**src/rtl/fp_exception_stage.sv**
```systemverilog
// Exception-check stage at the tail of the FP adder pipeline: classifies NaN/overflow/underflow,
// packs the IEEE-754-style result and holds it in a valid/ready register slice with sticky flags and counters.
module fp_exception_stage #(
  parameter int EXP_W          = 8,
  parameter int FRAC_W         = 23,
  parameter int CNT_W          = 16,
  parameter int KEEP_ZERO_SIGN = 0
) (
  input  logic                      clk,
  input  logic                      rst_n,
  input  logic                      in_valid,
  output logic                      in_ready,
  input  logic                      in_s,
  input  logic [EXP_W+1:0]          in_exp,
  input  logic [FRAC_W-1:0]         in_frac,
  input  logic                      in_nan,
  input  logic                      sat_mode,
  output logic                      out_valid,
  input  logic                      out_ready,
  output logic [EXP_W+FRAC_W:0]     out_result,
  output logic [2:0]                out_exc,
  output logic [2:0]                flags,
  input  logic                      flags_clr,
  output logic [CNT_W-1:0]          cnt_ovf,
  output logic [CNT_W-1:0]          cnt_udf,
  output logic [CNT_W-1:0]          cnt_nan,
  input  logic                      cnt_clr
);

  localparam int RES_W = 1 + EXP_W + FRAC_W;

  localparam logic [EXP_W+1:0]  EMAX_WIDE = {2'b00, {EXP_W{1'b1}}};
  localparam logic [EXP_W-1:0]  EMAX      = {EXP_W{1'b1}};
  localparam logic [EXP_W-1:0]  EMAX_M1   = {{(EXP_W-1){1'b1}}, 1'b0};
  localparam logic [FRAC_W-1:0] QNAN_FRAC = {1'b1, {(FRAC_W-1){1'b0}}};
  localparam logic [CNT_W-1:0]  CNT_ONE   = {{(CNT_W-1){1'b0}}, 1'b1};
  localparam logic [CNT_W-1:0]  CNT_MAX   = {CNT_W{1'b1}};

  logic                 out_valid_q, out_valid_d;
  logic [RES_W-1:0]     out_result_q, out_result_d;
  logic [2:0]           out_exc_q, out_exc_d;
  logic [2:0]           flags_q, flags_d;
  // Counter index follows the out_exc bit position: 2 = NaN, 1 = overflow, 0 = underflow.
  logic [2:0][CNT_W-1:0] cnt_q, cnt_d;

  logic                 accept;
  logic                 is_ovf, is_udf;
  logic [RES_W-1:0]     cls_result;
  logic [2:0]           cls_exc;
  logic [2:0]           event_bits;
  logic                 zero_sign;

  assign in_ready = !out_valid_q || out_ready;
  assign accept   = in_valid && in_ready;

  // Exponent is two's complement: negative or zero means below the normal range.
  assign is_udf    = in_exp[EXP_W+1] || (in_exp == '0);
  assign is_ovf    = !in_exp[EXP_W+1] && (in_exp >= EMAX_WIDE);
  assign zero_sign = (KEEP_ZERO_SIGN != 0) ? in_s : 1'b0;

  always_comb begin
    cls_result = {in_s, in_exp[EXP_W-1:0], in_frac};
    cls_exc    = 3'b000;
    if (in_nan) begin
      cls_result = {1'b0, EMAX, QNAN_FRAC};
      cls_exc    = 3'b100;
    end else if (is_ovf) begin
      cls_exc = 3'b010;
      if (sat_mode) begin
        cls_result = {in_s, EMAX_M1, {FRAC_W{1'b1}}};
      end else begin
        cls_result = {in_s, EMAX, {FRAC_W{1'b0}}};
      end
    end else if (is_udf) begin
      cls_exc    = 3'b001;
      cls_result = {zero_sign, {EXP_W{1'b0}}, {FRAC_W{1'b0}}};
    end
  end

  assign event_bits = accept ? cls_exc : 3'b000;

  always_comb begin
    out_valid_d  = out_valid_q;
    out_result_d = out_result_q;
    out_exc_d    = out_exc_q;
    if (accept) begin
      out_valid_d  = 1'b1;
      out_result_d = cls_result;
      out_exc_d    = cls_exc;
    end else if (out_ready) begin
      out_valid_d = 1'b0;
    end
  end

  // A clear and a new event in the same cycle leave only the new event's bit set.
  always_comb begin
    flags_d = (flags_clr ? 3'b000 : flags_q) | event_bits;
  end

  always_comb begin
    cnt_d = cnt_q;
    for (int i = 0; i < 3; i++) begin
      if (cnt_clr) begin
        cnt_d[i] = event_bits[i] ? CNT_ONE : '0;
      end else if (event_bits[i] && (cnt_q[i] != CNT_MAX)) begin
        cnt_d[i] = cnt_q[i] + CNT_ONE;
      end
    end
  end

  always_ff @(posedge clk or negedge rst_n) begin
    if (!rst_n) begin
      out_valid_q  <= 1'b0;
      out_result_q <= '0;
      out_exc_q    <= 3'b000;
      flags_q      <= 3'b000;
      cnt_q        <= '0;
    end else begin
      out_valid_q  <= out_valid_d;
      out_result_q <= out_result_d;
      out_exc_q    <= out_exc_d;
      flags_q      <= flags_d;
      cnt_q        <= cnt_d;
    end
  end

  assign out_valid  = out_valid_q;
  assign out_result = out_result_q;
  assign out_exc    = out_exc_q;
  assign flags      = flags_q;
  assign cnt_nan    = cnt_q[2];
  assign cnt_ovf    = cnt_q[1];
  assign cnt_udf    = cnt_q[0];

endmodule

```
**config.mk**
```make
export PLATFORM = sky130hd
export DESIGN_NAME = fp_exception_stage
export DESIGN_NICKNAME = d
export VERILOG_FILES = /design/src/rtl/fp_exception_stage.sv
export SDC_FILE = /design/constraint.sdc
export NUM_CORES = 1
export LEC_CHECK = 0
export BUFFER_PORTS_ARGS = -buffer_cell sky130_fd_sc_hd__buf_2
export CELL_PAD_IN_SITES_DETAIL_PLACEMENT = 0
export CELL_PAD_IN_SITES_GLOBAL_PLACEMENT = 1
export CORE_ASPECT_RATIO = 0.75
export CORE_MARGIN = 4
export CORE_UTILIZATION = 38
export DETAILED_ROUTE_END_ITERATION = 16
export GPL_ROUTABILITY_DRIVEN = 0
export PLACE_DENSITY = 0.83
export SLEW_MARGIN = 10
export SYNTH_ARGS = -nofsm -noshare
export SYNTH_HDL_FRONTEND = slang
export SYNTH_SLANG_ARGS = --single-unit
```
**constraint.sdc**
```tcl
create_clock -name clk -period 2.35 [get_ports clk]
set_input_delay 0 -clock clk [delete_from_list [all_inputs] [get_ports clk]]
set_output_delay 0 -clock clk [all_outputs]
set_load 0.03 [all_outputs]
```
== Word level (Yosys, flattened, before mapping) ==
Cells that the tools add are included.
Storage, ports and cells
  output and inout bits: 88
  logic and storage cells: 49
  input bits: 42
  register bits after elaboration: 87
Operators by class
  $add $sub $neg: 3
  bitwise operators: 1
  equality and inequality tests: 3
  magnitude comparators: 1
  mux-type cells: 20
  reduce and logical (&&, ||, !) cells: 14
Operators by type and width (count)
  2-to-1 mux 16 bit: 6
  2-to-1 mux 32 bit: 3
  adder 16 x 1 -> 16 bit, second input constant: 3
  != test 16 bit, second input constant: 3
  2-to-1 mux 24 bit: 1
  >= comparator 10 x 8 -> 1 bit, second input constant: 1
  logical NOT 10 bit: 1
  2-to-1 mux 3 bit: 3
  nonzero test 2 bit: 4
  2-to-1 mux 1 bit: 6
  logical AND 1 bit: 5
  OR 3 bit: 1
  logical NOT 1 bit: 2
  logical OR 1 bit: 2
  2-to-1 mux 2 bit: 1

== Longest topological paths before layout ==
  depth after elaboration: 9
  gate-level depth with buffers: 8
  gate-level depth less buffers: 6

== Least setup slack after synthesis ==
Ideal clock, no wire load.
  kind: reg2reg
  start: reg out_valid_q (netlist: out_valid)
  end: reg cnt_q (netlist bit cnt_ovf[5])
  library setup time: 0.125 ns
  slack: 0.026 ns
  data required time: 2.225 ns
  path buffers: 2
  period minus slack after synthesis: 2.324 ns
  arrival time: 2.200 ns
  stages on the path, launching flop included: 8
  cells stage by stage: dfrtp_1 nand2b_1 buf_4 nand2_1 or4_4 buf_2 nor4_1 mux2_2
On the way
  cells in the longest elaborated chain, start to end: 6
RTL lines
  start, declared: RTL line 39  | logic out_valid_q, out_valid_d;
  start signal, assigned: RTL line 119  | out_valid_q <= out_valid_d;
  logical NOT 1 bit: RTL line 53  | assign in_ready = !out_valid_q || out_ready;
  logical OR 1 bit: RTL line 53
  named net in_ready: RTL line 12  | output logic in_ready,
  logical AND 1 bit: RTL line 54  | assign accept = in_valid && in_ready;
  2-to-1 mux 3 bit: RTL line 80  | assign event_bits = accept ? cls_exc : 3'b000;
  logical AND 1 bit: RTL line 105  | end else if (event_bits[i] && (cnt_q[i] != CNT_MAX)) begin
  nonzero test 2 bit (no line)
  end signal, assigned: RTL line 123  | cnt_q <= cnt_d;
  end, declared: RTL line 44  | logic [2:0][CNT_W-1:0] cnt_q, cnt_d;
The timed path passes the listed nets, and every way through them passes these cells.
A chain may end at the register's enable or synchronous reset.

== Worst setup path in the final report ==
  start: in in_exp[2]
  end: reg cnt_q (netlist bit cnt_ovf[5])
On the way
  cells in the longest elaborated chain, start to end: 7
RTL lines
  start, declared: RTL line 14  | input logic [EXP_W+1:0] in_exp,
  >= comparator 10 x 8 -> 1 bit: RTL line 58  | assign is_ovf = !in_exp[EXP_W+1] && (in_exp >= EMAX_WIDE);
  logical AND 1 bit: RTL line 58
  2-to-1 mux 2 bit: RTL line 67  | end else if (is_ovf) begin
  2-to-1 mux 3 bit: RTL line 64  | if (in_nan) begin
  2-to-1 mux 3 bit: RTL line 80
  logical AND 1 bit: RTL line 105
  nonzero test 2 bit (no line)
Every way passes these cells.

==> flow_summary.json <==
{
  "timing.slew.headroom_pct": 47.8,
  "clk_latency_ns": 0.34,
  "nFillCells": 1010,
  "rsz0062_at_grt": "false",
  "synth-edff-count": 0,
  "total_power_mw": 3.73,
  "grt_remaining_overflow": 0,
  "drive_gt1_share_pct": 26.3,
  "cts_tree": "built",
  "grt_pass1_wl_um": 20800,
  "drt_iter0_drc": 280,
  "synth_cells": 475,
  "cts.sinks": 87,
  "area_growth_pct": 34.8,
  "cts_buffers": 9,
  "grt_pass1_vias": 4201,
  "synth_top_area_cell": "dfrtp_1",
  "sw_frac_of_total_pct": 27.9,
  "drt-pass1-iter-count": 6,
  "multi_input_area_um2": 2000,
  "die_w_um": 131,
  "routed_wl_um": 12700,
  "setup_viol": 0,
  "synth_area_um2": 4310,
  "required_ns": 2.58,
  "initial_core_util_pct": 39.2,
  "synthesis.nets": 520,
  "hp-class": "in -> reg",
  "synth_area_leaders": "dfrtp_1, a21oi_1, nand2_1, o21ai_0, nor2_1",
  "synth_ff_type": "dfrtp_1",
  "yosysWarnings": 0,
  "arrival_ns": 2.42,
  "register_area_um2": 2180,
  "syn_avg_cell_area_um2": 9.06,
  "pwr-share-clk_pct": 41.3,
  "worst_pin_slew_ns": 0.780,
  "yosysMostFrequentCell": "dfrtp_1",
  "die-area_um2": 13100,
  "setup_tns_ns": 0,
  "fp.dieH_um": 100,
  "p_int_mw": 2.69,
  "hold-worst-slack_ns": 0.0278,
  "path_clk_slew_ns": 0.06,
  "power_density_nw_per_um2": 644,
  "drv_cap": 0,
  "antenna_left": 0,
  "min_period_ns": 2.20,
  "p_switching_mw": 1.04,
  "ys_seq_area_share_pct": 50.6,
  "wl_per_cell_um": 16.4,
  "cts_buffer_depth": 2,
  "grt_max_degree": 47,
  "netlist-cell-type-count": 44,
  "worstSetupEndpointType": "flop",
  "max_clock_freq_ghz": 0.455,
  "viasPerCell": 5.42,
  "critPathKind": "in -> reg",
  "finalHoldViolations": 0,
  "power_frac_seq_pct": 43.4,
  "ys_async_sr_fraction_pct": 100,
  "port-buffer-count": 129,
  "skew_ns": 0.00611,
  "synth.top_cell.area_share_pct": 50.6,
  "drc": 0,
  "vias": 4219,
  "cts-root-buf": "clkbuf_16",
  "num-nets-final": 678,
  "rows": 33,
  "outcome": "finished clean",
  "cp-start-kind": "input port",
  "htree_levels": 3,
  "comb_power_share_pct": 15.3,
  "n_antenna_cell": 0,
  "max-vdd-ir-drop_uv": 340,
  "ios": 130,
  "power_leakage_nw": 2.62,
  "synth_seq_cells": 87,
  "post-cts-setup-buffers": 0,
  "netlist_top_cells_count": "dfrtp_1, nand2_1, a21oi_1",
  "coreArea_um2": 11000,
  "antenna_found_initial": 0,
  "slew_violations": 0,
  "track_usage_pct": 19.8,
  "dpl.hpwl_um": 8750,
  "critPathMaxFanout": 32,
  "period_share_pct": 93.5
}
==> cell usage in the layout, fill, tap and decap left out, drive strengths merged, types with 2 or more instances in the layout <==
| cell type | synthesis | routed |
|---|---|---|
| buf | 5 | 142 |
| dfrtp | 87 | 87 |
| nand2 | 64 | 64 |
| a21oi | 49 | 49 |
| o21ai | 41 | 41 |
| nor2 | 39 | 39 |
| dlygate4sd3 | 0 | 33 |
| nand3 | 22 | 22 |
| nand4 | 14 | 14 |
| or3 | 14 | 14 |
| or4 | 13 | 13 |
| xnor2 | 12 | 12 |
| inv | 11 | 12 |
| o31ai | 10 | 10 |
| clkbuf | 23 | 9 |
| a31oi | 7 | 7 |
| nor4 | 7 | 7 |
| and4 | 5 | 5 |
| a2111oi | 5 | 5 |
| nor3 | 5 | 5 |
| and3 | 4 | 4 |
| o31a | 4 | 4 |
| o21a | 4 | 4 |
| a211oi | 3 | 3 |
| mux2i | 3 | 3 |
| mux2 | 3 | 3 |
| ha | 3 | 3 |
| clkinvlp | 0 | 3 |
| o2111ai | 2 | 2 |
| nand4b | 2 | 2 |
| nor2b | 2 | 2 |
| bufinv | 0 | 2 |
==> kinds of logic (layout without fill, tap and decap cells) <==
| family | count (synthesis) | in the layout | share of synthesized area [%] |
|---|---|---|---|
| simple gates | 196 | 196 | 22.8 |
| compound gates | 131 | 131 | 18.0 |
| fa+ha+maj | 3 | 3 | 0.872 |
| mux | 6 | 6 | 1.48 |
| flops | 87 | 87 | 50.6 |
| xor+xnor | 13 | 13 | 2.64 |
| buf+inv | 39 | 202 | 3.66 |
==> power groups by stage <==
stage          combinational [mW]  sequential, mW  clock, mW
6_report                    0.571            1.62       1.54
5_1_grt                     0.622            1.63       1.63
4_1_cts                     0.570            1.62       1.58
3_5_place_dp                0.525            1.65          0
3_3_place_gp                0.518            1.65          0
2_1_floorplan               0.150            1.80          0
==> registers in the layout, summed over array words and instances, names as in the netlist <==
signal and count:
out_result 32, cnt_nan 16, cnt_udf 16, flags 3, out_exc 3, out_valid 1, cnt_ovf 16
==> cell type report <==
cell class | count | area share (%)
Clock buffer | 9 | 3.88
Clock inverter | 7 | 1.66
Inverter | 11 | 0.712
Multi-Input combinational cell | 349 | 34.5
Sequential cell | 87 | 37.5
Tap cell | 140 | 3.02
Timing Repair Buffer | 175 | 18.8
==> worst paths after layout <==
check                                    start             end  slack (ns)  depth (start not counted)
worst max register to register      cnt_ovf[0]      cnt_ovf[5]        0.27                          7
min in group asynchronous                rst_n     cnt_ovf[12]        0.20                          2
worst min register to register  out_result[31]  out_result[31]        0.48                          2
max in group asynchronous                rst_n  out_result[15]        1.50                          3
worst max-delay path                 in_exp[2]      cnt_ovf[5]        0.15                          7
worst min-delay path               in_frac[13]  out_result[13]        0.03                          3
==> metrics by stage <==
| stage | instances | setup slack (ns) | instance area (µm²) | utilization, % |
|---|---|---|---|---|
| 3_3_place_gp | 729 | 0.355 | 5130 | 46.8 |
| 5_1_grt | 778 | 0.0494 | 5800 | 52.8 |
| 3_5_place_dp | 729 | 0.292 | 5130 | 46.8 |
| 4_1_cts | 778 | 0.0804 | 5790 | 52.7 |
| 6_report | 778 | 0.153 | 5800 | 52.8 |
| 2_1_floorplan | 475 | 0.0256 | 4310 | - |
==> metal layers <==
layer,track usage (%),share of wire (%),routed length (µm),vias to the layer above
met2,31.5,47,5960,136
met1,26.8,45,5800,2007
met5,0,0,0,-
li1,-,-,-,2049
met4,7.11,2.3,296,0
met3,4.31,5.4,689,27
==> timing repair <==
item                                   CTS  global route
hold buffers                            33             0
gates resized for setup                  0             2
endpoints found under the hold margin   74             0
setup endpoints to repair                0             1
==> worst max-delay path, stage by stage <==
cell,delay [ns]
dlygate4sd3_1,0.52
buf_2,0.14
and4_1,0.21
a21oi_2,0.12
or4_4,0.68
nor4_1,0.37
mux2_2,0.37
No activity file was read; power rests on OpenSTA's default activity.
